--- src/rtl/cv32e40x_clmul_iter.sv ---
// rtl/cv32e40x_clmul_iter.sv - iterative carry-less multiplier (clmul/clmulh/clmulr), BITS_PER_CYCLE bits per step
// Optional: define CV32E40X_CLMUL_EARLY_EXIT_EN to finish as soon as the remaining multiplier bits are zero.
module cv32e40x_clmul_iter #(
    parameter int XLEN           = 32,
    parameter int BITS_PER_CYCLE = 4
) (
    input  logic            clk,
    input  logic            rst_n,
    input  logic            valid_i,
    output logic            ready_o,
    input  logic [1:0]      operator_i,
    input  logic [XLEN-1:0] op_a_i,
    input  logic [XLEN-1:0] op_b_i,
    input  logic            kill_i,
    output logic            valid_o,
    input  logic            ready_i,
    output logic [XLEN-1:0] result_o,
    output logic            busy_o
);

    localparam int N     = XLEN / BITS_PER_CYCLE;
    localparam int CNT_W = (N > 1) ? $clog2(N) : 1;

    localparam logic [1:0] S_IDLE = 2'd0;
    localparam logic [1:0] S_CALC = 2'd1;
    localparam logic [1:0] S_DONE = 2'd2;

    logic [1:0]        r_state;
    logic [2*XLEN-1:0] r_a;
    logic [XLEN-1:0]   r_b;
    logic [1:0]        r_op;
    logic [2*XLEN-1:0] r_acc;
    logic [CNT_W-1:0]  r_cnt;
    logic [XLEN-1:0]   r_result;

    logic [2*XLEN-1:0] w_acc_next;
    logic [XLEN-1:0]   w_b_next;
    logic [XLEN-1:0]   w_slice;
    logic              w_last;
    logic              w_accept;

    assign ready_o  = (r_state == S_IDLE) && !kill_i;
    assign valid_o  = (r_state == S_DONE);
    assign busy_o   = (r_state != S_IDLE);
    assign result_o = r_result;
    assign w_accept = valid_i && ready_o;
    assign w_b_next = r_b >> BITS_PER_CYCLE;

    // r_a is pre-shifted by the running base, so only the in-step offset j is applied here
    always_comb begin
        w_acc_next = r_acc;
        for (int j = 0; j < BITS_PER_CYCLE; j++) begin
            if (r_b[j]) begin
                w_acc_next = w_acc_next ^ (r_a << j);
            end
        end
    end

    always_comb begin
        case (r_op)
            2'b01:   w_slice = w_acc_next[2*XLEN-1 -: XLEN];
            2'b10:   w_slice = w_acc_next[2*XLEN-2 -: XLEN];
            default: w_slice = w_acc_next[XLEN-1:0];
        endcase
    end

`ifdef CV32E40X_CLMUL_EARLY_EXIT_EN
    assign w_last = (r_cnt == '0) || (w_b_next == '0);
`else
    assign w_last = (r_cnt == '0);
`endif

    always_ff @(posedge clk or negedge rst_n) begin
        if (!rst_n) begin
            r_state  <= S_IDLE;
            r_a      <= '0;
            r_b      <= '0;
            r_op     <= '0;
            r_acc    <= '0;
            r_cnt    <= '0;
            r_result <= '0;
        end else if (kill_i) begin
            r_state <= S_IDLE;
        end else begin
            case (r_state)
                S_IDLE: begin
                    if (w_accept) begin
                        r_a     <= {{XLEN{1'b0}}, op_a_i};
                        r_b     <= op_b_i;
                        r_op    <= operator_i;
                        r_acc   <= '0;
                        r_cnt   <= CNT_W'(N - 1);
                        r_state <= S_CALC;
                    end
                end
                S_CALC: begin
                    r_acc <= w_acc_next;
                    r_a   <= r_a << BITS_PER_CYCLE;
                    r_b   <= w_b_next;
                    if (w_last) begin
                        r_result <= w_slice;
                        r_state  <= S_DONE;
                    end else begin
                        r_cnt <= r_cnt - CNT_W'(1);
                    end
                end
                S_DONE: begin
                    if (ready_i) begin
                        r_state <= S_IDLE;
                    end
                end
                default: r_state <= S_IDLE;
            endcase
        end
    end

endmodule

--- config.mk ---
export PLATFORM = sky130hd
export DESIGN_NAME = cv32e40x_clmul_iter
export DESIGN_NICKNAME = d
export VERILOG_FILES = /design/src/rtl/cv32e40x_clmul_iter.sv
export SDC_FILE = /design/constraint.sdc
export NUM_CORES = 1
export LEC_CHECK = 0
export ABC_AREA = 0
export BUFFER_PORTS_ARGS = -buffer_cell sky130_fd_sc_hd__buf_2
export CAP_MARGIN = 20
export CORE_MARGIN = 4
export CORE_UTILIZATION = 42
export CTS_CLUSTER_DIAMETER = 200
export DETAILED_ROUTE_END_ITERATION = 12
export PLACE_DENSITY_LB_ADDON = 0.25
export SLEW_MARGIN = 20
export SYNTH_ARGS = -nofsm -noshare
export SYNTH_HDL_FRONTEND = slang
export SYNTH_SLANG_ARGS = --single-unit
--- constraint.sdc ---
create_clock -name clk -period 4.62 [get_ports clk]
set_input_delay 0.231 -clock clk [delete_from_list [all_inputs] [get_ports clk]]
set_output_delay 0.231 -clock clk [all_outputs]
set_load 0.02 [all_outputs]
# [Yosys cells after proc, flatten, opt, wreduce, memory -nomap -nowiden]
# Cells that the tools add are included.
# Widths: inputs -> output; s select.
[totals] register_bits=199 in_bits=71 wordCells=53 out_inout_bits=35
[classes] addsub=1 n_mux=19 bitwise=5 n_reduce_logical=12 n_eq_ne=9
[ops] operator="$mux 64" n=6
[ops] operator="$pmux 64 s2" n=2
[ops] operator="$xor 64x64->64" n=4
[ops] operator="$pmux 32 s2" n=2
[ops] operator="$mux 32" n=1
[ops] operator="$reduce_and 3->1" n=4
[ops] operator="$mux 2" n=4
[ops] operator="$mux 3" n=2
[ops] operator="$ne 3x3->1 const B" n=2
[ops] operator="$pmux 2 s3" n=1
[ops] operator="$pmux 3 s2" n=1
[ops] operator="$eq 2x1->1 const B" n=2
[ops] operator="$eq 2x2->1 const B" n=2
[ops] operator="$ne 2x2->1 const B" n=2
[ops] operator="$reduce_and 4->1" n=1
[ops] operator="$reduce_bool 2->1" n=2
[ops] operator="$logic_not 3->1" n=1
[ops] operator="$ne 3x2->1 const B" n=1
[ops] operator="$sub 3x1->3 const B" n=1
[ops] operator="$logic_and 1x1->1" n=2
[ops] operator="$logic_not 2->1" n=1
[ops] operator="$logic_not 1->1" n=1
[ops] operator="$not 1->1" n=1

# [Depth between registers and ports, before layout]
# Gate-level depths: netlist of the first run.
[depth] word_depth=9 mapped_depth=10 depth_no_buf=7

# [Least setup slack after synthesis of the first run]
# OpenSTA, ideal clock, no wires.
[synth_timing] path_kind="flip-flop to flip-flop" startpoint="register r_b[2]" endpoint="register r_result[15] (netlist: result_o[15])" period_less_slack_ns=1.802 stages_incl_launch_ff=8 t_required_ns=4.497 slack_ns=2.818 path_buffers=2 setup_ns=0.123 arrival_ns=1.680 path_cell_list="dfrtp_1 > buf_4 > buf_6 > nand2_1 > xnor3_1 > xnor2_1 > a221o_1 > o221a_2"
[synth_via] elab_chain_cells=4
[synth_lines] item="start: declaration" line_no="30" rtl="logic [XLEN-1:0] r_b;"
[synth_lines] item="start signal: assignment" line_no="89" rtl="r_b <= op_b_i;"
[synth_lines] item="start signal: assignment" line_no="99" rtl="r_b <= w_b_next;"
[synth_lines] item="$mux 64 *" line_no="53" rtl="if (r_b[j]) begin"
[synth_lines] item="$xor 64x64->64" line_no="54" rtl="w_acc_next = w_acc_next ^ (r_a << j);"
[synth_lines] item="$mux 64 *" line_no="53"
[synth_lines] item="$pmux 32 s2 *" line_no="60" rtl="case (r_op)"
[synth_lines] item="end signal: assignment" line_no="101" rtl="r_result <= w_slice;"
[synth_lines] item="end: declaration" line_no="34" rtl="logic [XLEN-1:0] r_result;"
# Mark *: on every way between the ends. The rest lies on a longest branch, timed or not.
# A chain may end at the register's enable or synchronous reset.

# [Worst setup path in the final report of the first run]
[layout_timing] startpoint="register r_state[0]" endpoint="register r_result[8] (netlist: result_o[8])"
[layout_via] elab_chain_cells=2
[layout_lines] item="start: declaration" line_no="28" rtl="logic [1:0] r_state;"
[layout_lines] item="start signal: assignment" line_no="75" rtl="r_state <= S_IDLE;"
[layout_lines] item="start signal: assignment" line_no="83" rtl="r_state <= S_IDLE;"
[layout_lines] item="start signal: assignment" line_no="93" rtl="r_state <= S_CALC;"
[layout_lines] item="$eq 2x1->1" line_no="85" rtl="case (r_state)"
[layout_lines] item="$reduce_and 3->1 (no source line)"
# No other way between the ends.

==> impl_metrics.json, run 1 <==
{
  "synth_flop_cell": "dfrtp_1",
  "grt_pass1_wl_microns": 50300,
  "diodes": 0,
  "synth_top_area_frac": 0.420,
  "postCtsSetupBuffers": 0,
  "dieArea_sq_um": 31000,
  "power.internal_mw": 4.09,
  "first_global_vias": 9243,
  "power_density_nw_per_um2": 513,
  "endpoint_kind": "flop",
  "gr-total-overflow": 0,
  "holdWs_ns": 0.0166,
  "hold_depth": 3,
  "synthTopCellsByCount": "nand2_1 (450), dfrtp_1 (199), xor2_1 (89)",
  "synth_area_leader_cell": "dfrtp_1",
  "startpoint_type": "flop",
  "ys_seq_elements": 199,
  "cp_top_family": "simple AND/OR/NAND/NOR gates",
  "drt-initial-drc-count": 775,
  "synth_most_common_cell": "nand2_1",
  "stdcell_area_sq_um": 13300,
  "grt_max_degree": 116,
  "grt_usage": 0.199,
  "cp_max_fo": 33,
  "ys_seq_area_frac": 0.420,
  "dr.pass1.iters": 5,
  "cts_root_buffer": "clkbuf_16",
  "place_area_sq_um": 12500,
  "cp_common_cell": "buf_4",
  "switching_power_mw": 2.71,
  "crit_type": "flop to flop",
  "synth_area_leaders": "dfrtp_1 (42%), nand2_1 (14%), xnor3_1 (7.0%), xor2_1 (6.6%), xnor2_1 (6.1%)",
  "synth_cell_type_count": 35,
  "layout_min_cycle_time_ns": 2.77,
  "max-slew-margin-rel": 0.323,
  "syn2layout_area_growth_pct": 11.8,
  "die_w_microns": 176,
  "postSynthAreaPerCell_sq_um": 9.08,
  "worst_slew_pin_slew_ns": 1.02,
  "ir_drop_mv": 0.280,
  "clock_latency_ns": 0.45,
  "reg2reg_depth": 6,
  "seqPwrFrac": 0.384,
  "fp.dieH_microns": 176,
  "required_ns": 4.95,
  "rsz0062_at_grt": "false",
  "power_mw": 6.79,
  "power_leakage_nw": 6.37,
  "status": "finished clean",
  "syn_inst": 1305,
  "nNetsFinal": 1428,
  "syn_nets": 1380,
  "drc": 0,
  "dpl.hpwl_microns": 20000,
  "cts_buffer_depth": 2,
  "maxSlewViolCount": 0,
  "cts_resized": 0,
  "synthArstFlopShare": 1.00,
  "placement.io_buffers": 105,
  "row_count": 61,
  "cts_htree_levels": 4,
  "slowest_stage": "nand2_1",
  "multi_input_area_sq_um": 6420,
  "hold_violations": 0,
  "p_comb_frac": 0.389,
  "io_pins": 106,
  "netlist_area_sq_um": 11900,
  "seq_area_sq_um": 4980,
  "cp_num_buf_inv": 2,
  "fp.coreArea_sq_um": 27800,
  "hold_class": "input port to flop",
  "n_fill_cell": 2720,
  "cp_cell_sequence": "or3b_1 > buf_4 > nor2b_2 > buf_4 > nand2_1 > o221a_2",
  "cts_tree": "built",
  "final_antenna_net_count": 0,
  "setup_viol": 0,
  "crit_cells": 6,
  "start_util": 0.427,
  "cp.arrival_ns": 3.10,
  "drv_cap": 0,
  "avgViaCountPerCell": 5.34,
  "fin_setup_tns_ns": 0,
  "avgRoutedWirePerCell_microns": 17.4,
  "drt_wl_total_microns": 30400,
  "p_clk_frac": 0.227,
  "cts-buffers-inserted": 17,
  "clk_pin_slew_ns": 0.08,
  "vias": 9311,
  "clock_skew_ns": 0.0139,
  "timing.fmax_ghz": 0.361,
  "gp_congestion": 0.823,
  "drive_above_1_share": 0.135,
  "switching_share": 0.398,
  "synth_edf_count": 0,
  "period_share": 0.599,
  "cts-hold-fix-buffers": 5,
  "cts_sinks": 199,
  "antenna_found_initial": 0,
  "yosys_warnings": 0,
  "max_stage_delay_ns": 0.62
}
power groups by stage:
stage	combinational, mW	clock (mW)	sequential [mW]
2_1_floorplan	2.10	0	2.46
3_3_place_gp	2.59	0	2.63
3_5_place_dp	2.63	0	2.64
4_1_cts	2.65	1.57	2.61
5_1_grt	2.91	1.65	2.66
6_report	2.64	1.54	2.61
logic make-up after synthesis:
kind of cell    Yosys count  share of synthesized area
buf+inv                 101                     0.0419
xor+xnor                213                      0.205
simple gates            553                      0.178
compound gates          233                      0.148
fa+ha+maj                 4                    0.00422
flops                   199                      0.420
mux                       2                    0.00190
cell type report:
cell class | instances | share of cell area
well taps | 378 | 0.0357
repair buffers | 125 | 0.0562
flip-flops and latches | 199 | 0.376
inverters | 5 | 0.00142
clock buffers | 17 | 0.0321
clock inverters | 15 | 0.0143
multi-input cells | 1005 | 0.484
worst reg2reg max path, stage by stage (launching register included):
cell	delay [ns]
dfrtp_1	0.50
or3b_1	0.37
buf_4	0.20
nor2b_2	0.12
buf_4	0.35
nand2_1	0.63
o221a_2	0.49
sequential cells by signal (all words and copies together), names as in the netlist:
signal	cells
r_acc	64
result_o	32
r_b	32
r_op	2
r_state	2
r_a	64
r_cnt	3
metrics by stage:
| stage | std cells | setup slack, ns | utilization |
|---|---|---|---|
| 2_1_floorplan | 1305 | 2.82 | - |
| 3_3_place_gp | 1705 | 1.90 | 0.452 |
| 3_5_place_dp | 1705 | 1.87 | 0.452 |
| 4_1_cts | 1742 | 1.87 | 0.476 |
| 5_1_grt | 1744 | 1.67 | 0.477 |
| 6_report | 1744 | 1.85 | 0.477 |
cells in the final DEF (no fill, tap or decap), types with 13 or more instances in the layout:
| cell type | n |
|---|---|
| o221a_2 | 16 |
| clkbuf_16 | 17 |
| o21ai_0 | 45 |
| a221o_1 | 18 |
| xnor2_1 | 83 |
| nand2_1 | 450 |
| xnor3_1 | 37 |
| a221oi_1 | 13 |
| nor2_1 | 83 |
| buf_2 | 104 |
| a22o_1 | 64 |
| xor2_1 | 89 |
| a31oi_1 | 56 |
| dfrtp_1 | 195 |
metal layers:
layer / part of all wire / track usage / vias up
met5: 0 / 0 / -
li1: - / - / 4473
met4: 0.023 / 0.0575 / 0
met1: 0.47 / 0.295 / 4564
met3: 0.058 / 0.0321 / 38
met2: 0.45 / 0.303 / 236
final timing paths:
kind	start	endpoint	slack, ns
min reg2reg	r_b[29]$_DFFE_PN0P_	r_b[29]$_DFFE_PN0P_	0.48
max reg2reg	r_state[0]$_DFFE_PN0P_	result_o[8]$_DFFE_PN0P_	1.85
max	r_state[0]$_DFFE_PN0P_	result_o[8]$_DFFE_PN0P_	1.85
min in group asynchronous	rst_n	r_acc[63]$_DFFE_PN0P_	0.43
max in group asynchronous	rst_n	r_b[20]$_DFFE_PN0P_	3.08
min	op_b_i[30]	r_b[30]$_DFFE_PN0P_	0.02
Note: power is estimated with default switching activity, not from simulation.
==> inputs of run 2 (changes only) <==
clock period = 2.5 ns   (was 4.62 ns; I/O delays follow)
==> run 2 against run 1 <==
Against the previous run:
- critical path depth stayed put
- hold slack improved by 0.064 ns
- clock-buffer cell count stayed put
- power rose by 90%
- die area is the same
- core utilization grew 3.0 points
- register-to-register slack got worse by 1.6 ns
==> impl_metrics.json, run 2 (synthesized netlist as in run 1, its figures left out) <==
{
  "status": "finished clean",
  "gr-total-overflow": 0,
  "cts_root_buffer": "clkbuf_16",
  "postCtsSetupBuffers": 0,
  "setup_viol": 0,
  "dieArea_sq_um": 31000,
  "hold_depth": 3,
  "final_cell_mix": "nand2_1 (450), dfrtp_1 (195), buf_2 (104)",
  "stdcell_area_sq_um": 14100,
  "avgViaCountPerCell": 5.31,
  "power_mw": 12.9,
  "crit_type": "flop to flop",
  "cts_resized": 0,
  "power_leakage_nw": 6.75,
  "syn2layout_area_growth_pct": 18.9,
  "clock_latency_ns": 0.44,
  "cp.arrival_ns": 2.60,
  "vias": 9688,
  "cts_htree_levels": 4,
  "layout_min_cycle_time_ns": 2.25,
  "fin_setup_tns_ns": 0,
  "dpl.hpwl_microns": 21000,
  "clk_pin_slew_ns": 0.08,
  "timing.fmax_ghz": 0.445,
  "drc": 0,
  "cts_sinks": 199,
  "min-delay-start": "kill_i",
  "nNetsFinal": 1508,
  "grt_max_degree": 67,
  "cp_cell_sequence": "buf_4 > nand2_1 > xor2_1 > xnor2_1 > o21ai_0 > o21ai_0",
  "p_comb_frac": 0.410,
  "first_global_vias": 9717,
  "place_ws_ns": 0.267,
  "power.internal_mw": 7.80,
  "switching_power_mw": 5.14,
  "hold_class": "input port to flop",
  "die_w_microns": 176,
  "cts_buffer_depth": 2,
  "row_count": 61,
  "place_area_sq_um": 12800,
  "cp_num_buf_inv": 1,
  "fp.dieH_microns": 176,
  "cp_top_family": "XOR/XNOR gates",
  "avgRoutedWirePerCell_microns": 17.6,
  "placement.io_buffers": 105,
  "slowest_stage": "dfrtp_2",
  "setup_slack_ns": 0.254,
  "max-slew-margin-rel": 0.478,
  "reg2reg_depth": 6,
  "startpoint_type": "flop",
  "start_util": 0.427,
  "gp_congestion": 0.809,
  "diodes": 0,
  "antenna_found_initial": 0,
  "rsz0062_at_grt": "false",
  "p_clk_frac": 0.230,
  "power_density_nw_per_um2": 919,
  "cts-buffers-inserted": 17,
  "r2r_start": "r_b[0]$_DFFE_PN0P_",
  "hold_violations": 0,
  "period_share": 0.898,
  "cp_max_fo": 31,
  "required_ns": 2.86,
  "final_antenna_net_count": 0,
  "fp.coreArea_sq_um": 27800,
  "layout_commonest_cell": "nand2_1",
  "hold_end": "r_state[1]$_DFFE_PN0P_",
  "n_fill_cell": 2564,
  "grt_pass1_wl_microns": 53400,
  "endpoint_kind": "flop",
  "io_pins": 106,
  "drive_above_1_share": 0.138,
  "rrSetupSlack_ns": 0.25,
  "cp_common_cell": "o21ai_0",
  "switching_share": 0.397,
  "seqPwrFrac": 0.361,
  "drt-initial-drc-count": 620,
  "worst_slew_pin_slew_ns": 0.780,
  "reg.largest.list": "r_a x64, r_acc x64",
  "drv_cap": 0,
  "grt_usage": 0.213,
  "clock_skew_ns": 0.0166,
  "cts_tree": "built",
  "dr.pass1.iters": 6,
  "rr_endpoint": "result_o[2]$_DFFE_PN0P_",
  "drt_wl_total_microns": 32200,
  "max_stage_delay_ns": 0.58,
  "maxSlewViolCount": 0,
  "ir_drop_mv": 0.450
}
==> run 2: power groups by stage <==
stage	combinational (mW)	sequential, mW	clock, mW
detailed placement	5.22	4.71	0
global placement	5.11	4.70	0
finish	5.30	4.67	2.97
floorplan	3.88	4.55	0
CTS	5.32	4.66	3.02
global route	5.83	4.75	3.15
==> run 2: worst max-delay path by stage <==
stage                            start                  endpoint  slack, ns  depth (start not counted)
floorplan           r_b[2]$_DFFE_PN0P_  result_o[15]$_DFFE_PN0P_       0.70                          7
global placement    r_b[0]$_DFFE_PN0P_   result_o[2]$_DFFE_PN0P_       0.24                          6
detailed placement  r_b[0]$_DFFE_PN0P_   result_o[2]$_DFFE_PN0P_       0.27                          6
CTS                 r_b[0]$_DFFE_PN0P_   result_o[2]$_DFFE_PN0P_       0.25                          6
global route        r_b[0]$_DFFE_PN0P_   result_o[2]$_DFFE_PN0P_        0.1                          6
finish              r_b[0]$_DFFE_PN0P_   result_o[2]$_DFFE_PN0P_       0.25                          6
==> run 2: cell type report <==
class	instances	area, sq um	share of cell area
multi-input cells	1005	6410	0.455
flip-flops and latches	199	4980	0.354
repair buffers	205	1570	0.111
well taps	378	473	0.0336
clock buffers	17	425	0.0302
clock inverters	15	206	0.0147
inverters	5	18.8	0.00133
==> run 2: timing repair <==
action | 4_1_cts | 5_1_grt
hold endpoints to repair | 129 | 0
hold buffers | 68 | 0
setup endpoints to repair | 0 | 0
==> run 2: tightest hold or removal path: stages <==
cell and delay, ns:
buf_2 0.14, nor2_1 0.11, a21o_1 0.12
==> run 2: per-stage QoR <==
stage,std cells,hold slack (ns),util
CTS,1824,0.0702,0.507
floorplan,1305,-0.171,-
detailed placement,1724,0.175,0.460
global placement,1724,0.177,0.460
finish,1824,0.0803,0.507
global route,1824,0.0827,0.507
==> run 2: metal layers <==
| layer | share of wire | global-route usage | vias up | wire [microns] |
|---|---|---|---|---|
| met3 | 0.043 | 0.0270 | 32 | 1400 |
| met1 | 0.46 | 0.300 | 4770 | 14700 |
| met2 | 0.48 | 0.349 | 253 | 15500 |
| met4 | 0.019 | 0.0614 | 0 | 598 |
| li1 | - | - | 4633 | - |
| met5 | 0 | 0 | - | 0 |
==> inputs of run 3 (changes only) <==
CORE_MARGIN = 2   (was 4)
==> run 3 against run 2 <==
Against the previous run:
- worst setup slack improved by 0.0054 ns
- sequential cell count unchanged
- sequential power grew 1%
- clock skew fell by 0.0019 ns
- design area about the same
- sequential share of layout area is essentially flat
- hold slack improved by 0.015 ns
- power is 0.98% lower
- global-route usage grew 1.4 points
- clock power is 3% lower
- routed wire length shrank 0.88%
- critical path type unchanged
- highest routed layer unchanged
==> impl_metrics.json, run 3 (synthesized netlist as in run 1, its figures left out) <==
{
  "dr.pass1.iters": 7,
  "setup_viol": 0,
  "crit_type": "flop to flop",
  "first_global_vias": 9806,
  "slowest_stage": "dfrtp_2",
  "grt_usage": 0.227,
  "antenna_found_initial": 0,
  "nNetsFinal": 1508,
  "max_stage_delay_ns": 0.71,
  "cts_tree": "built",
  "rsz0062_at_grt": "false",
  "cp_top_family": "flip-flops",
  "die_w_microns": 172,
  "cts-hold-fix-buffers": 68,
  "power_leakage_nw": 6.74,
  "cp_max_fo": 30,
  "clk_pin_slew_ns": 0.08,
  "seq_area_sq_um": 4980,
  "ir_drop_mv": 0.430,
  "final_cell_mix": "nand2_1 (450), dfrtp_1 (195), buf_2 (104)",
  "vias": 9743,
  "power_density_nw_per_um2": 910,
  "hold_class": "input port to flop",
  "worst_slew_pin_slew_ns": 0.631,
  "crit_cells": 6,
  "dpl.hpwl_microns": 20600,
  "hold_depth": 3,
  "gr-total-overflow": 0,
  "placement.io_buffers": 105,
  "drv_cap": 0,
  "cts_buffer_depth": 2,
  "drive_above_1_share": 0.138,
  "grt_pass1_wl_microns": 52800,
  "multi_input_area_sq_um": 6410,
  "avgViaCountPerCell": 5.34,
  "row_count": 61,
  "finish.utilization": 0.507,
  "required_ns": 2.88,
  "avgRoutedWirePerCell_microns": 17.5,
  "grt_max_degree": 129,
  "clock_latency_ns": 0.45,
  "place_ws_ns": 0.328,
  "instances_no_fill": 1824,
  "setup_slack_ns": 0.260,
  "io_pins": 106,
  "fin_setup_tns_ns": 0,
  "gp_congestion": 0.821,
  "clock_skew_ns": 0.0147,
  "cp_num_buf_inv": 1,
  "layout_min_cycle_time_ns": 2.24,
  "postCtsSetupBuffers": 0,
  "reg2reg_depth": 6,
  "maxSlewViolCount": 0,
  "drc": 0,
  "hold_violations": 0,
  "final_antenna_net_count": 0,
  "period_share": 0.896,
  "reg.largest.list": "r_a x64, r_acc x64",
  "place_area_sq_um": 12800,
  "endpoint_kind": "flop",
  "cts_resized": 0,
  "start_util": 0.427,
  "drt_wl_total_microns": 31900,
  "fp.coreArea_sq_um": 27800,
  "cts_htree_levels": 4,
  "layout_commonest_cell": "nand2_1",
  "cts-buffers-inserted": 17,
  "drt-initial-drc-count": 637,
  "n_fill_cell": 2590,
  "cp.arrival_ns": 2.62,
  "fp.dieH_microns": 172,
  "status": "finished clean",
  "timing.fmax_ghz": 0.446,
  "syn2layout_area_growth_pct": 18.8,
  "cts_root_buffer": "clkbuf_16",
  "startpoint_type": "flop",
  "numPlacedInstances": 1724,
  "cp_cell_sequence": "buf_4 > nand2_1 > xor2_1 > xnor2_1 > xnor2_1 > o221a_2",
  "stdcell_area_sq_um": 14100,
  "diodes": 0,
  "cp_common_cell": "xnor2_1",
  "max-slew-margin-rel": 0.580,
  "cts_sinks": 199,
  "dieArea_sq_um": 29600
}
-- run 3: changes by cell type in the layout (fill, tap and decap cells not counted), sizes merged --
| cell | delta |
|---|---|
| bufinv | -1 |
| clkinv | +1 |
| clkinvlp | +1 |
| inv | -1 |
-- run 3: routing by layer --
layer | up-vias | share of wire | track usage
met5 | - | 0 | 0
li1 | 4637 | - | -
met2 | 288 | 0.47 | 0.369
met3 | 33 | 0.052 | 0.0364
met1 | 4785 | 0.45 | 0.316
met4 | 0 | 0.020 | 0.0625
-- run 3: stage by stage --
stage                     power [mW]  hold WS (ns)
after CTS                       12.9        0.0832
after global routing            13.6         0.120
after floorplan                 8.43        -0.171
after global placement          9.78         0.196
final                           12.8        0.0949
after detailed placement        9.89         0.196
-- run 3: final timing paths --
kind                                       from                  endpoint  slack (ns)
max                          r_b[0]$_DFFE_PN0P_  result_o[14]$_DFFE_PN0P_        0.26
min                                      kill_i    r_state[1]$_DFFE_PN0P_        0.09
max reg2reg                  r_b[0]$_DFFE_PN0P_  result_o[14]$_DFFE_PN0P_        0.26
min reg2reg                r_cnt[0]$_DFFE_PN0P_      r_cnt[0]$_DFFE_PN0P_        0.47
max in group asynchronous                 rst_n     r_acc[35]$_DFFE_PN0P_        1.31
min in group asynchronous                 rst_n     r_acc[61]$_DFFE_PN0P_        0.28
-- run 3: tightest hold or removal path, cell delays in order --
cell and delay (ns):
buf_2 0.14, nor2_1 0.07, a21o_1 0.17
-- run 3: report_power, final --
group	switching [mW]	total, mW	internal (mW)	leakage (nW)
clock	1.43	2.87	1.44	0.294
sequential	0.833	4.73	3.90	2.54
combinational	2.84	5.22	2.38	3.91
total	5.10	12.8	7.71	6.74
-- run 3: cell type report --
type	count	area share
multi-input combinational	1005	0.455
clock inverter	15	0.0132
tap	378	0.0336
inverter	5	0.00133
clock buffer	17	0.0302
sequential	199	0.354
timing repair buffer	205	0.112
